**config.mk**
```make
export PLATFORM = sky130hd
export DESIGN_NAME = score_overlay
export DESIGN_NICKNAME = d
export VERILOG_FILES = /design/src/rtl/score_overlay.sv
export SDC_FILE = /design/constraint.sdc
export NUM_CORES = 1
export LEC_CHECK = 0
export ABC_CLOCK_PERIOD_IN_PS = 5900
export BUFFER_PORTS_ARGS = -buffer_cell sky130_fd_sc_hd__buf_2
export CORE_MARGIN = 3
export CORE_UTILIZATION = 30
export DETAILED_ROUTE_END_ITERATION = 8
export PLACE_DENSITY = 0.48
export SLEW_MARGIN = 40
export SYNTH_ARGS = -nofsm -noshare
export SYNTH_HDL_FRONTEND = slang
export SYNTH_SLANG_ARGS = --single-unit
```
**constraint.sdc**
```tcl
create_clock -name clk -period 5.9 [get_ports clk]
set_input_delay 0.295 -clock clk [delete_from_list [all_inputs] [get_ports clk]]
set_output_delay 0.295 -clock clk [all_outputs]
set_load 0.01 [all_outputs]
```
**src/rtl/score_overlay.sv**
```systemverilog
// "SCORE" label plus 4-digit BCD score overlay for a VGA pixel stream.
// Two pix_en-qualified stages from (hc, vc, datas) to score_pix; the score counter runs at clk rate.
module score_overlay #(
   parameter logic [10:0] LABEL_X = 11'd400,
   parameter logic [10:0] DIGIT_X = 11'd452,
   parameter logic [10:0] ROW_TOP = 11'd100
) (
   input  logic        clk,
   input  logic        rst,
   input  logic        pix_en,
   input  logic [10:0] hc,
   input  logic [10:0] vc,
   input  logic [46:0] datas,
   input  logic        score_inc,
   input  logic        game_over,
   input  logic        game_restart,
   output logic [15:0] score_bcd,
   output logic        score_pix
);

   logic [15:0] score_disp;
   logic [10:0] dy, kx, dx;
   logic        band;
   logic [3:0]  r_p1;
   logic        lab_hit_p1, dig_hit_p1;
   logic [5:0]  k_p1;
   logic [1:0]  d_p1;
   logic [2:0]  c_p1;
   logic [43:0] datas_p1;
   logic [3:0]  digit_sel;
   logic [7:0]  glyph;
   logic [43:0] label_sh;
   logic        unused_bits;

   assign unused_bits = ^datas[46:44];

   function automatic logic [15:0] bcd_inc(input logic [15:0] v);
      logic [15:0] res;
      logic        carry;
      res   = v;
      carry = 1'b1;
      for (int i = 0; i < 4; i++) begin
         if (carry) begin
            if (res[4*i +: 4] == 4'd9) begin
               res[4*i +: 4] = 4'd0;
            end else begin
               res[4*i +: 4] = res[4*i +: 4] + 4'd1;
               carry         = 1'b0;
            end
         end
      end
      return res;
   endfunction

   // Seven-segment style glyphs {a,b,c,d,e,f,g}, each segment two pixels thick.
   function automatic logic [7:0] glyph_row(input logic [3:0] dig, input logic [3:0] row);
      logic [6:0] seg;
      logic [7:0] upper, lower, out;
      case (dig)
         4'd0:    seg = 7'b1111110;
         4'd2:    seg = 7'b1101101;
         4'd3:    seg = 7'b1111001;
         4'd4:    seg = 7'b0110011;
         4'd5:    seg = 7'b1011011;
         4'd6:    seg = 7'b1011111;
         4'd7:    seg = 7'b1110000;
         4'd8:    seg = 7'b1111111;
         4'd9:    seg = 7'b1111011;
         default: seg = 7'b0000000;
      endcase
      upper = {seg[1], seg[1], 3'b000, seg[5], seg[5], 1'b0};
      lower = {seg[2], seg[2], 3'b000, seg[4], seg[4], 1'b0};
      case (row)
         4'd2, 4'd3:   out = seg[6] ? 8'b11111110 : upper;
         4'd4, 4'd5:   out = upper;
         4'd6, 4'd7:   out = seg[0] ? 8'b11111110 : (upper | lower);
         4'd8, 4'd9:   out = lower;
         4'd10, 4'd11: out = seg[3] ? 8'b11111110 : lower;
         default:      out = 8'b00000000;
      endcase
      if (dig == 4'd1 && row >= 4'd2 && row <= 4'd11) out = 8'b00011000;
      return out;
   endfunction

   always_ff @(posedge clk) begin
      if (rst) begin
         score_bcd <= 16'h0000;
      end else if (game_restart) begin
         score_bcd <= 16'h0000;
      end else if (!game_over && score_inc && score_bcd != 16'h9999) begin
         score_bcd <= bcd_inc(score_bcd);
      end
   end

   always_ff @(posedge clk) begin
      if (rst) begin
         score_disp <= 16'h0000;
      end else if (pix_en && hc == 11'd0 && vc == 11'd0) begin
         score_disp <= score_bcd;
      end
   end

   // Wrapped (underflowed) differences are large, so the range compares reject them.
   assign dy   = vc - ROW_TOP;
   assign kx   = hc - LABEL_X;
   assign dx   = hc - DIGIT_X;
   assign band = dy < 11'd16;

   // Stage 1: region decode and bitmap capture
   always_ff @(posedge clk) begin
      if (rst) begin
         r_p1       <= '0;
         lab_hit_p1 <= 1'b0;
         dig_hit_p1 <= 1'b0;
         k_p1       <= '0;
         d_p1       <= '0;
         c_p1       <= '0;
         datas_p1   <= '0;
      end else if (pix_en) begin
         r_p1       <= dy[3:0];
         lab_hit_p1 <= band && (kx < 11'd44);
         dig_hit_p1 <= band && (dx < 11'd32);
         k_p1       <= kx[5:0];
         d_p1       <= dx[4:3];
         c_p1       <= dx[2:0];
         datas_p1   <= datas[43:0];
      end
   end

   always_comb begin
      case (d_p1)
         2'd0:    digit_sel = score_disp[15:12];
         2'd1:    digit_sel = score_disp[11:8];
         2'd2:    digit_sel = score_disp[7:4];
         default: digit_sel = score_disp[3:0];
      endcase
   end

   assign glyph    = glyph_row(digit_sel, r_p1);
   assign label_sh = datas_p1 << k_p1;

   // Stage 2: pixel output
   always_ff @(posedge clk) begin
      if (rst) begin
         score_pix <= 1'b0;
      end else if (pix_en) begin
         score_pix <= (lab_hit_p1 && label_sh[43]) || (dig_hit_p1 && glyph[3'd7 - c_p1]);
      end
   end

endmodule

```
# Word-level counts from Yosys, hierarchy flattened
# Memories as Yosys holds them, arrays and structs flattened.
# Index checks and enable logic that the tools add are counted.
# W data, S select, Z words.
dict set report word_totals {
  ff_bits 94
  mem_bits_ro 112
  output_inout_bits 17
  wordCells 98
  n_memories 1
}
dict set report op_classes {
  add_sub_neg 8
  n_lt_le_gt_ge 6
  n_eq_ne 18
  shift 1
  mux 26
  bitwise_logic 1
  n_reduce_logical 24
}
# name words word_bits read_ports rd_clocked_by_memory_dff wr line
set mem_list {}
lappend mem_list {{(name not given)} 16 7 1 0 0 59} ;# case (dig)
# cell count
set op_table {}
lappend op_table {{$shl A44 B6 Y44} 1}
lappend op_table {{$pmux W8 S5} 1}
lappend op_table {{$eq A4 B4 Y1 const B} 8}
lappend op_table {{$mux W8} 4}
lappend op_table {{$logic_not A11 Y1} 2}
lappend op_table {{$lt A11 B6 Y1 const B} 2}
lappend op_table {{$sub A11 B9 Y11 const B} 2}
lappend op_table {{$add A4 B1 Y4 const B} 4}
lappend op_table {{$eq A4 B3 Y1 const B} 4}
lappend op_table {{$mux W4} 4}
lappend op_table {{$ne A16 B16 Y1 const B} 1}
lappend op_table {{$mux W1} 15}
lappend op_table {{$pmux W4 S3} 1}
lappend op_table {{$reduce_or A2 Y1} 6}
lappend op_table {{$lt A11 B5 Y1 const B} 1}
lappend op_table {{$sub A11 B7 Y11 const B} 1}
lappend op_table {{$logic_and A1 B1 Y1} 10}
lappend op_table {{$eq A4 B2 Y1 const B} 2}
lappend op_table {{$or A8 B8 Y8} 1}
lappend op_table {{$reduce_and A2 Y1} 3}
lappend op_table {{$eq A4 B1 Y1 const B} 1}
lappend op_table {{$ge A4 B2 Y1 const B} 1}
lappend op_table {{$le A4 B4 Y1 const B} 1}
lappend op_table {{$lt A3 B4 Y1 const B} 1}
lappend op_table {{7 further kinds} 7}

# Logic depth before layout (Yosys ltp)
# Gate-level depths: netlist of the first run.
dict set report logic_depth {
  word_depth 15
  depth_mapped 10
  mapped_depth_nobuf 10
}

# Least setup slack after synthesis of the first run
# Ideal clock, no wire load.
dict set report synth_timing {
  kind {reg2reg}
  start {reg d_p1[0]}
  end {reg score_pix}
  setup_time_ns 0.142
  t_arrival_ns 2.545
  t_required_ns 5.758
  slack_ns 3.212
  stages_incl_launch_ff 10
  path_buffers 0
  synth_period_minus_slack_ns 2.688
  path_cell_list {dfxtp_1 > mux4_1 > inv_1 > ha_1 > nor4b_4 > nor2b_1 > a311oi_1 > nor4bb_1 > o41ai_1 > a311oi_1}
}
dict set report synth_between {
  elab_chain_cells 11
}
# item line
set synth_rtl {}
lappend synth_rtl {{start: declaration} 27} ;# logic [1:0] d_p1;
lappend synth_rtl {{start signal: assignment} 124} ;# d_p1 <= dx[4:3];
lappend synth_rtl {{$eq A2 B2 Y1, or another cell as far along} 131} ;# case (d_p1)
lappend synth_rtl {{$pmux W4 S3 (*)} 131}
lappend synth_rtl {{$mem_v2 Z16 W7} --}
lappend synth_rtl {{$or A8 B8 Y8} 76} ;# 4'd6, 4'd7: out = seg[0] ? 8'b11111110 : (upper | lower);
lappend synth_rtl {{$mux W8} 76}
lappend synth_rtl {{$pmux W8 S5} 73} ;# case (row)
lappend synth_rtl {{$mux W8 (*)} 81} ;# if (dig == 4'd1 && row >= 4'd2 && row <= 4'd11) out = 8'b00011000;
lappend synth_rtl {{$bmux W1 S3 (*)} 147} ;# score_pix <= (lab_hit_p1 && label_sh[43]) || (dig_hit_p1 && glyph[3'd7 - c_p1]);
lappend synth_rtl {{$mux W1 (not written as such) (*)} 147}
lappend synth_rtl {{$logic_and A1 B1 Y1 (*)} 147}
lappend synth_rtl {{$logic_or A1 B1 Y1 (*)} 147}
lappend synth_rtl {{end signal: assignment} 147}
lappend synth_rtl {{end: declaration} 18} ;# output logic score_pix
# Every way passes the cells marked *; elsewhere a longest branch is shown, timed or not. The select of a mux whose other input is x is not followed.
# A chain may end at the register's enable or synchronous reset.

# Worst setup path after layout of the first run
# Same ends and word-level chain as after synthesis.

==> impl_results.rst, run 1 <==
.. list-table::
   :header-rows: 1

   * - Metric
     - Value
   * - RSZ-0062 raised after global routing
     - no
   * - Number of cell instances on the worst register-to-register path
     - 9
   * - Worst setup slack after layout
     - 2.75 ns
   * - Effective utilization at floorplan
     - 31.1%
   * - Worst hold path class
     - in2reg
   * - Placed wire-length estimate after detailed placement
     - 8140 µm
   * - TritonCTS clock tree
     - done
   * - Number of nets in the layout
     - around 640
   * - Clock sinks
     - between 90 and 100
   * - Site Rows
     - 44
   * - Leading register cell type out of synthesis
     - sky130_fd_sc_hd__dfxtp_1
   * - Switching pwr
     - 341 µW
   * - Synth warn
     - 0
   * - Total clock buffers created by CTS
     - 9
   * - Worst hold path stage count
     - 3
   * - Average via count per standard cell
     - approximately 5.0
   * - Crit Path Category
     - reg2reg
   * - GRT overflow
     - 0
   * - Overall die width
     - 130 µm
   * - Maximum achievable frequency
     - 317 MHz
   * - Cell type contributing the most total cell area after synthesis
     - sky130_fd_sc_hd__dfxtp_1
   * - Global-route wire length before repair
     - 17700 µm
   * - Cell variety after synth
     - 51
   * - Average footprint of a synthesized cell
     - roughly 9.5 µm²
   * - Worst Max-Slew Pin Slew
     - 0.794 ns
   * - Drt drc
     - 0
   * - Worst reg2reg startpoint
     - d_p1[0]
   * - H-tree depth reported by CTS
     - 3
   * - Endpoint of the worst hold path
     - datas_p1[16]
   * - Final weighted congestion in routability-driven placement
     - 0.805
   * - Asr flop ratio synth
     - 0%
   * - Vias in the first global route
     - 3522
   * - Setup violations, final
     - 0
   * - Data required, critical path
     - approximately 6.1 ns
   * - Minimum clock period
     - about 3.2 ns
   * - CP Launch Point
     - d_p1[0]
   * - Critical path fanouts, max
     - 8
   * - Antenna diode count
     - 0
   * - Vertical extent of the die
     - around 130 µm
   * - Area growth from synthesis to layout
     - 19.5%
   * - EDFF count, synth
     - 0
   * - Worst slew slack as a fraction of its limit
     - 47.0%
   * - Category of the worst setup path launch point
     - flip-flop
   * - Status
     - complete, no violations
   * - Total detailed-routing wirelength
     - 11200 µm
   * - Count of state elements after synthesis
     - 91
   * - CTS root buf
     - sky130_fd_sc_hd__clkbuf_16
   * - Synth area leaders
     - sky130_fd_sc_hd__dfxtp_1 40%, sky130_fd_sc_hd__mux2i_1 15%, sky130_fd_sc_hd__nor2_1 8.3%
   * - Placeable Area
     - about 15000 µm²
   * - Combinational group share of total power
     - 10.3%
   * - Max-capacitance violation count
     - 0
   * - First drt pass iteration count
     - 4
   * - Slack of the worst reg-to-reg path
     - 2.75 ns
   * - Antenna violations before repair
     - 1
   * - Resized Gates After CTS
     - 0
   * - Pwr dens
     - 260 nW/µm²
   * - Static Leak
     - 0.00228 µW
   * - Yosys top cell area share
     - 39.7%
   * - Final-layout fill cell count
     - 1548
   * - R2R Path End
     - score_pix
   * - Multi-input logic area
     - 2590 µm²
   * - Area of the die
     - 16800 µm²
   * - Share of post-route cells with drive strength above 1
     - 22.9%
   * - Clock-pin slew on the worst setup and hold paths
     - 0.07 ns
   * - HP Start
     - datas[16]
   * - Detailed Route Iter0 Violations
     - 161
   * - Post-CTS setup buffer count
     - 0
   * - Port Buffers
     - 88
   * - Maximum number of pins on one net before global-route repair
     - 77
   * - Worst IR Drop VDD
     - roughly 0.15 mV
   * - Int Pwr
     - 1080 µW
   * - Avg WL per Cell
     - 15.0 µm
   * - Net count of the mapped netlist
     - 571
   * - Vias
     - 3694
   * - Total GRT Usage
     - 13.4%
   * - Crit share post-route
     - 53.5%
   * - Critical path capture point type
     - flip-flop
   * - Post-synthesis cell count
     - 482
   * - Net switching fraction of the power
     - 23.9%
   * - Worst setup slack before clock tree synthesis
     - ~2.7 ns
   * - Worst-Skew Late Latency
     - about 0.34 ns
   * - Count of final max-slew check failures
     - 0
   * - Worst EP arrival
     - 3.34 ns
   * - Num ports
     - 92
   * - Sequential fraction of design power
     - 46.4%
   * - Post-route insts no fill
     - between 700 and 800
   * - Syn Std Cell Area
     - about 4600 µm²
   * - Buffer depth of the longest clock path
     - 2
   * - Clk_skew
     - around 0.0048 ns
   * - Post-DRT Antenna Nets
     - 0
   * - Final-layout setup total negative slack
     - 0 ns
   * - Sequential share of the synthesized area
     - between 30% and 40%
   * - Hold-fix buffer count after cts
     - 0
   * - Register cell area after layout
     - 1820 µm²
   * - Placed Instances
     - 728
   * - Endpoints failing hold
     - 0
   * - Clock power share
     - 43.3%
==> per-stage QoR <==
step / hold WS (ns) / instance area (µm²) / total power, µW / util [%]
after global routing: 0.186 / 5490 / 1490 / 37.2
after detailed placement: 0.475 / 5170 / 824 / 35.0
after floorplan: 0.394 / 4590 / 769 / -
final: 0.187 / 5490 / 1430 / 37.2
after CTS: 0.177 / 5490 / 1450 / 37.2
after global placement: 0.467 / 5160 / 820 / 35.0
==> cells in the final DEF, fill, tap and decap left out, types with 4 or more instances in the layout <==
| master | netlist | routed |
|---|---|---|
| sky130_fd_sc_hd__o21ai_0 | 9 | 9 |
| sky130_fd_sc_hd__xor2_1 | 7 | 7 |
| sky130_fd_sc_hd__nor2_1 | 101 | 101 |
| sky130_fd_sc_hd__nor2b_1 | 10 | 10 |
| sky130_fd_sc_hd__inv_1 | 16 | 16 |
| sky130_fd_sc_hd__nand2_1 | 17 | 17 |
| sky130_fd_sc_hd__buf_2 | 3 | 87 |
| sky130_fd_sc_hd__nand3_1 | 6 | 6 |
| sky130_fd_sc_hd__clkbuf_16 | 0 | 9 |
| sky130_fd_sc_hd__xnor2_1 | 7 | 7 |
| sky130_fd_sc_hd__mux2i_1 | 69 | 69 |
| sky130_fd_sc_hd__dfxtp_1 | 91 | 89 |
| sky130_fd_sc_hd__a211oi_1 | 9 | 9 |
| sky130_fd_sc_hd__nor3b_1 | 4 | 4 |
| sky130_fd_sc_hd__a21oi_1 | 15 | 15 |
| sky130_fd_sc_hd__ha_1 | 14 | 14 |
| sky130_fd_sc_hd__nor3_1 | 13 | 13 |
| sky130_fd_sc_hd__mux4_2 | 15 | 15 |
==> routing by layer <==
metal	track usage (%)	wire length (µm)	vias up
met5	0	7	-
met4	3.97	88	2
met3	4.09	596	7
met2	21.2	5350	62
met1	17.8	5120	1775
li1	-	-	1848
==> worst max-delay path: stages, from the launching register on <==
cell,delay (ns)
sky130_fd_sc_hd__dfxtp_1,0.46
sky130_fd_sc_hd__mux4_1,0.68
sky130_fd_sc_hd__inv_1,0.16
sky130_fd_sc_hd__ha_1,0.20
sky130_fd_sc_hd__nor4b_4,0.43
sky130_fd_sc_hd__nor2b_1,0.15
sky130_fd_sc_hd__a311oi_1,0.30
sky130_fd_sc_hd__nor4bb_1,0.10
sky130_fd_sc_hd__o41ai_1,0.38
sky130_fd_sc_hd__a311oi_1,0.14
==> cells in the mapped netlist, drive strengths merged (2+ instances only) <==
master	instances
a2111oi	2
mux4	17
a32oi	2
nor3	14
a21o	2
nand3	6
a21oi	15
nor2b	10
nor4b	4
dfxtp	91
a311oi	3
clkbuf	17
o21bai	2
nor3b	4
nand3b	2
xor2	7
nand4	3
nand2b	4
or2	3
nor2	101
and3	2
ha	14
nand2	17
nor4bb	3
xnor2	7
o21ai	11
mux2i	69
buf	11
a211oi	9
a31oi	2
inv	16
==> area by class of cell <==
cell class | instances | area share, %
Timing Repair Buffer | 90 | 8.41
Sequential cell | 91 | 33.2
Inverter | 16 | 1.09
Clock inverter | 6 | 1.64
Clock buffer | 10 | 4.17
Multi-Input combinational cell | 347 | 47.2
Tap cell | 184 | 4.20
==> state kept, by name, indices dropped and copies added (netlist names) <==
name        cells
datas_p1       44
score_bcd      16
score_disp     16
k_p1            6
r_p1            3
d_p1            2
c_p1            1
dig_hit_p1      1
lab_hit_p1      1
score_pix       1
==> cells by family (layout without fill, tap and decap cells) <==
group	Yosys count	in the layout	share of synthesized area [%]
simple gates	177	177	18.4
flops	91	91	39.7
mux	86	86	23.5
compound gates	56	56	8.01
buf+inv	44	122	3.84
fa+ha+maj	14	14	3.82
xor+xnor	14	14	2.67
==> worst max-delay path by stage <==
stage	endpoint	slack, ns	cells past startpoint
3_5_place_dp	score_pix	2.68	9
4_1_cts	score_pix	2.71	9
2_1_floorplan	score_pix	3.21	9
3_3_place_gp	score_pix	2.83	9
5_1_grt	score_pix	2.49	9
6_report	score_pix	2.75	9
==> power by group through the flow <==
stage          Clock, µW  Sequential (µW)  Combinational, µW
3_5_place_dp           0              676                148
2_1_floorplan          0              663                106
5_1_grt              658              665                164
4_1_cts              634              662                149
6_report             617              661                147
3_3_place_gp           0              674                146
(Power assumes the default switching activity.)
==> run 2, diff against run 1 <==
--- a/config.mk
+++ b/config.mk
@@ -5,7 +5,7 @@
 export SDC_FILE = /design/constraint.sdc
 export NUM_CORES = 1
 export LEC_CHECK = 0
-export ABC_CLOCK_PERIOD_IN_PS = 5900
+export ABC_CLOCK_PERIOD_IN_PS = 3100
 export BUFFER_PORTS_ARGS = -buffer_cell sky130_fd_sc_hd__buf_2
 export CORE_MARGIN = 3
 export CORE_UTILIZATION = 30
==> constraint.sdc (replaced) <==
create_clock -name clk -period 3.1 [get_ports clk]
set_input_delay 0.155 -clock clk [delete_from_list [all_inputs] [get_ports clk]]
set_output_delay 0.155 -clock clk [all_outputs]
set_load 0.01 [all_outputs]
==> run 2 against run 1 <==
Net effect:
- final cell count increased by 0.67%
- total power grew 92%
- first-iteration DRC count shrank 0.62%
- combinational power up 99%
- sequential power up 89%
- wire length grew 1.2%
- critical path depth is the same
- global-route usage rose by 0.16 points
- non-clock buffer count is 5 higher
- critical endpoint unchanged
- largest power group unchanged
==> impl_results.rst, run 2 (synthesis results as in run 1) <==
.. list-table::
   :header-rows: 1

   * - Metric
     - Value
   * - Status
     - complete, no violations
   * - Max-capacitance violation count
     - 0
   * - Vias
     - 3665
   * - Pwr dens
     - a little under 500 nW/µm²
   * - TritonCTS clock tree
     - done
   * - Static Leak
     - about 0.0023 µW
   * - Most common cell after layout, fill and taps aside
     - sky130_fd_sc_hd__nor2_1
   * - Data required, critical path
     - around 3.3 ns
   * - Multi-input logic area
     - about 2600 µm²
   * - Buffer depth of the longest clock path
     - 2
   * - H-tree depth reported by CTS
     - 3
   * - Minimum clock period
     - ~2.8 ns
   * - Setup violations, final
     - 0
   * - Largest stage delay on the critical path
     - 0.65 ns
   * - Overall die width
     - 130 µm
   * - Clock-pin slew on the worst setup and hold paths
     - 0.07 ns
   * - Avg WL per Cell
     - 15.1 µm
   * - Worst Max-Slew Pin Slew
     - 0.715 ns
   * - Share of post-route cells with drive strength above 1
     - about a quarter
   * - Library cell contributing the largest single delay on the critical path
     - sky130_fd_sc_hd__mux4_1
   * - Count of final max-slew check failures
     - 0
   * - Register cell area after layout
     - 1820 µm²
   * - GRT overflow
     - 0
   * - Number of nets in the layout
     - 649
   * - Global-route wire length before repair
     - 17800 µm
   * - Critical path fanouts, max
     - 5
   * - Crit share post-route
     - between 90 and 100%
   * - Leading cell types in the layout, fill and taps excluded
     - 101 x sky130_fd_sc_hd__nor2_1, 90 x sky130_fd_sc_hd__dfxtp_1, 87 x sky130_fd_sc_hd__buf_2, 69 x sky130_fd_sc_hd__mux2i_1, 17 x sky130_fd_sc_hd__nand2_1
   * - Effective utilization at floorplan
     - 31.1%
   * - Antenna violations before repair
     - 1
   * - Antenna diode count
     - 0
   * - Worst hold path class
     - in2reg
   * - Detailed Route Iter0 Violations
     - 160
   * - Placed wire-length estimate after detailed placement
     - 8390 µm
   * - Layout Utilization
     - 37.5%
   * - Clk_skew
     - 0.00543 ns
   * - Drt drc
     - 0
   * - Top delay family on crit path
     - compound AO/OA/AOI/OAI gates
   * - Placeable Area
     - 14800 µm²
   * - Worst slew slack as a fraction of its limit
     - 52.4%
   * - Vertical extent of the die
     - 130 µm
   * - Clock sinks
     - 91
   * - Hold-fix buffer count after cts
     - 0
   * - Buf/Inv on CP
     - 0
   * - Crit Path Category
     - reg2reg
   * - CP Launch Point
     - d_p1[0]
   * - Maximum achievable frequency
     - 353 MHz
   * - Final-layout fill cell count
     - 1511
   * - First drt pass iteration count
     - 5
   * - Worst IR Drop VDD
     - ~0.27 mV
   * - Area of the die
     - 16800 µm²
   * - Site Rows
     - 44
   * - Largest registers ranked by flip-flop count
     - datas_p1 (44), score_bcd (16), score_disp (16)
   * - Final-layout setup total negative slack
     - 0 ns
   * - Num ports
     - 92
   * - Worst reg2reg startpoint
     - d_p1[0]
   * - Worst-Skew Late Latency
     - 0.35 ns
   * - Vias in the first global route
     - 3524
   * - Category of the worst setup path launch point
     - flip-flop
   * - Average via count per standard cell
     - 4.89
   * - Total clock buffers created by CTS
     - 9
   * - Port Buffers
     - 88
   * - Most frequent cell on the critical path
     - sky130_fd_sc_hd__o21ai_0
   * - Area growth from synthesis to layout
     - 20.5%
   * - List of cells traversed by the critical path
     - mux4_1 -> ha_1 -> a211oi_1 -> a2bb2oi_1 -> o21ai_0 -> o21ai_0 -> a21oi_1 -> o41ai_1 -> a311oi_1
   * - Endpoints failing hold
     - 0
   * - Total GRT Usage
     - 13.6%
   * - Total detailed-routing wirelength
     - 11300 µm
   * - HP Start
     - datas[5]
   * - CTS root buf
     - sky130_fd_sc_hd__clkbuf_16
   * - Post-DRT Antenna Nets
     - 0
   * - Worst EP arrival
     - 3.02 ns
   * - Number of flip-flops in the largest register
     - between 40 and 50
   * - Critical path capture point type
     - flip-flop
   * - Largest register by flop count
     - datas_p1
   * - Maximum number of pins on one net before global-route repair
     - 68
   * - Final weighted congestion in routability-driven placement
     - roughly 0.8
run 2: stage by stage:
stage	hold slack [ns]	std cells	area, µm²	total power [µW]	worst slack [ns]
floorplan	0.254	482	4590	1460	0.412
global placement	0.389	732	5190	1570	0.113
detailed placement	0.396	732	5200	1570	0.0690
CTS	0.0273	748	5530	2770	0.0739
global route	0.0388	749	5530	2850	-0.0108
finish	0.0382	749	5530	2740	0.267
run 2: report_power, final:
group	switching, µW	internal (µW)	total [µW]
registers	34.3	1220	1250
clock network	462	733	1190
logic	149	143	293
run 2: worst register-to-register path: cells and delay by family, from the launching register on:
| family | cells | cell delay (ns) |
|---|---|---|
| adders and majority gates | 1 | 0.37 |
| muxes | 1 | 0.65 |
| AOI/OAI and AO/OA | 7 | 1.26 |
| DFF | 1 | 0.40 |
run 2: cell type report:
type                       instances  area share, %
inverter                          16           1.09
sequential                        91           33.0
timing repair buffer              95           9.03
clock inverter                     5           1.56
clock buffer                      11           4.39
multi-input combinational        347           46.8
tap                              184           4.16
run 2: final timing paths:
kind	end	slack, ns	cells after the start
worst max-delay path	score_pix	0.27	9
worst min-delay path	datas_p1[5]	0.04	3
worst max register to register	score_pix	0.27	9
worst min register to register	score_pix	0.49	2
run 2: repair_timing:
| action | 4_1_cts | 5_1_grt |
|---|---|---|
| setup endpoints to repair | 0 | 1 |
| resized for setup | 0 | 2 |
| buffers inserted | 0 | 1 |
run 2: layer usage:
layer | share of wire (%) | GRT usage, %
met3 | 4.4 | 3.03
met2 | 47 | 21.4
met4 | 1.9 | 5.68
met5 | 0.097 | 0
met1 | 47 | 18.0
==> run 3, diff against run 2 <==
--- a/config.mk
+++ b/config.mk
@@ -9,6 +9,7 @@
 export BUFFER_PORTS_ARGS = -buffer_cell sky130_fd_sc_hd__buf_2
 export CORE_MARGIN = 3
 export CORE_UTILIZATION = 30
+export CTS_BUF_LIST = sky130_fd_sc_hd__clkbuf_4
 export DETAILED_ROUTE_END_ITERATION = 8
 export PLACE_DENSITY = 0.48
 export SLEW_MARGIN = 40
==> run 3 against run 2 <==
Net effect:
- sequential power is essentially flat
- die area unchanged
- maximum frequency down 2.0%
- non-clock buffer count grew 52
- worst hold slack better by 0.075 ns
- worst setup slack lost 0.057 ns
- global-route usage is 0.65 points higher
- total power fell by 14%
- combinational power increased by 18%
- critical path type unchanged
- largest power group unchanged
==> impl_results.rst, run 3 (synthesis results as in run 1) <==
.. list-table::
   :header-rows: 1

   * - Metric
     - Value
   * - Int Pwr
     - 1740 µW
   * - Worst hold path class
     - in2reg
   * - TritonCTS clock tree
     - done
   * - Antenna violations before repair
     - 1
   * - Most common cell after layout, fill and taps aside
     - sky130_fd_sc_hd__nor2_1
   * - Drt drc
     - 0
   * - GRT overflow
     - 0
   * - Final-layout setup total negative slack
     - 0 ns
   * - Category of the worst setup path launch point
     - flip-flop
   * - Number of nets in the layout
     - 701
   * - Port Buffers
     - 88
   * - Slack of the worst reg-to-reg path
     - 0.21 ns
   * - Number of flip-flops in the largest register
     - 44
   * - Crit share post-route
     - 93.2%
   * - Worst IR Drop VDD
     - 0.209 mV
   * - Library cell contributing the largest single delay on the critical path
     - sky130_fd_sc_hd__mux4_1
   * - Total GRT Usage
     - 14.2%
   * - Buffer depth of the longest clock path
     - 2
   * - Vias
     - 3896
   * - First drt pass iteration count
     - 4
   * - Sequential fraction of design power
     - 53.4%
   * - Global-route wire length before repair
     - 18800 µm
   * - Largest registers ranked by flip-flop count
     - datas_p1 (44), score_bcd (16), score_disp (16)
   * - Share of post-route cells with drive strength above 1
     - 21.7%
   * - H-tree depth reported by CTS
     - 3
   * - Average via count per standard cell
     - 4.86
   * - Most frequent cell on the critical path
     - sky130_fd_sc_hd__inv_1
   * - Largest stage delay on the critical path
     - 0.65 ns
   * - Net switching fraction of the power
     - 25.7%
   * - Detailed Route Iter0 Violations
     - 160
   * - Clock sinks
     - 91
   * - Maximum achievable frequency
     - 346 MHz
   * - Clock power share
     - 31.9%
   * - Leading cell types in the layout, fill and taps excluded
     - 101 x sky130_fd_sc_hd__nor2_1, 90 x sky130_fd_sc_hd__dfxtp_1, 87 x sky130_fd_sc_hd__buf_2, 69 x sky130_fd_sc_hd__mux2i_1, 52 x sky130_fd_sc_hd__dlygate4sd3_1
   * - Worst-Skew Late Latency
     - 0.47 ns
   * - CTS root buf
     - sky130_fd_sc_hd__clkbuf_4
   * - Switching pwr
     - 603 µW
   * - Post-route insts no fill
     - 802
   * - Avg WL per Cell
     - around 15 µm
   * - Area growth from synthesis to layout
     - 28.5%
   * - Vertical extent of the die
     - 130 µm
   * - Worst slew slack as a fraction of its limit
     - between 50% and 60%
   * - Clock-pin slew on the worst setup and hold paths
     - 0.14 ns
   * - Worst reg2reg startpoint
     - d_p1[0]
   * - HP Start
     - rst
   * - Count of final max-slew check failures
     - 0
   * - Largest register by flop count
     - datas_p1
   * - R2R Path End
     - score_pix
   * - Worst Max-Slew Pin Slew
     - 0.712 ns
   * - Site Rows
     - 44
   * - Critical path capture point type
     - flip-flop
   * - Combinational group share of total power
     - 14.7%
   * - Critical path fanouts, max
     - 5
   * - Total detailed-routing wirelength
     - 11700 µm
   * - Num ports
     - slightly above 90
   * - Placed wire-length estimate after detailed placement
     - ~8400 µm
   * - Overall die width
     - 130 µm
   * - Worst EP arrival
     - roughly 3.3 ns
   * - Area of the die
     - 16800 µm²
   * - Total clock buffers created by CTS
     - 9
   * - Final weighted congestion in routability-driven placement
     - 0.821
   * - Clk_skew
     - 0.00862 ns
   * - Crit Path Category
     - reg2reg
   * - Pwr dens
     - 397 nW/µm²
   * - List of cells traversed by the critical path
     - mux4_1 -> inv_1 -> ha_1 -> inv_1 -> or2_0 -> a21oi_1 -> o21ai_1 -> a2111oi_0 -> o41ai_2 -> a311oi_1
   * - RSZ-0062 raised after global routing
     - no
   * - Number of cell instances on the worst register-to-register path
     - 10
   * - Maximum number of pins on one net before global-route repair
     - between 60 and 70
   * - Data required, critical path
     - 3.49 ns
   * - Effective utilization at floorplan
     - 31.1%
   * - Max-capacitance violation count
     - 0
   * - Placeable Area
     - ~15000 µm²
   * - Setup violations, final
     - 0
   * - Vias in the first global route
     - between 3000 and 4000
   * - Minimum clock period
     - 2.89 ns
   * - Post-DRT Antenna Nets
     - 0
   * - Endpoints failing hold
     - 0
   * - Placed Instances
     - 732
   * - Endpoint of the worst hold path
     - datas_p1[4]
   * - Status
     - complete, no violations
   * - Worst hold path stage count
     - 2
   * - Static Leak
     - roughly 0.0025 µW
## run 3: metrics by stage
stage,total power (µW),area (µm²),utilization (%),worst slack [ns],hold WS (ns)
floorplan,1460,4590,-,0.412,0.254
global placement,1570,5190,35.2,0.113,0.389
detailed placement,1570,5200,35.2,0.0690,0.396
CTS,2370,5880,39.9,0.0751,0.0878
global route,2460,5890,40.0,0.0499,0.126
finish,2340,5900,40.0,0.210,0.113
## run 3: worst max-delay path by stage
stage,from,end,slack (ns),cells past startpoint
final,d_p1[0],score_pix,0.21,10
after global routing,d_p1[0],score_pix,0.05,10
after CTS,d_p1[0],score_pix,0.08,9
after detailed placement,d_p1[0],score_pix,0.07,9
after global placement,d_p1[0],score_pix,0.11,10
after floorplan,d_p1[0],score_pix,0.41,9
## run 3: area by class of cell
type / instances / area, µm²
antenna: 1 / 2.50
clock buffer: 10 / 75.1
clock inverter: 6 / 90.1
fill: 1493 / 8860
inverter: 16 / 60.1
multi-input combinational: 347 / 2600
sequential: 91 / 1820
tap: 184 / 230
timing repair buffer: 147 / 1020
## run 3: metal layers
layer	up-vias	track usage [%]	routed length [µm]
li1	1967	-	-
met1	1838	18.3	5470
met2	73	23.3	5580
met3	16	2.82	434
met4	2	5.99	242
met5	-	0	7
## run 3: timing repair
item	CTS	global route
setup buffers	0	1
endpoints found under the hold margin	53	0
hold buffers	52	0
gates resized for setup	0	3
setup endpoints to repair	0	1
## run 3: power groups by stage
stage | Clock, µW | Sequential (µW) | Combinational [µW]
6_report | 746 | 1250 | 345
5_1_grt | 816 | 1260 | 383
4_1_cts | 777 | 1250 | 347
3_5_place_dp | 0 | 1280 | 295
3_3_place_gp | 0 | 1270 | 293
2_1_floorplan | 0 | 1260 | 202
## run 3: critical path: cells and delay by family (launching register included)
family,cells,cell delay (ns)
compound gates,5,1.20
fa+ha+maj,1,0.17
buf+inv,2,0.16
flops,1,0.42
mux,1,0.65
simple gates,1,0.21
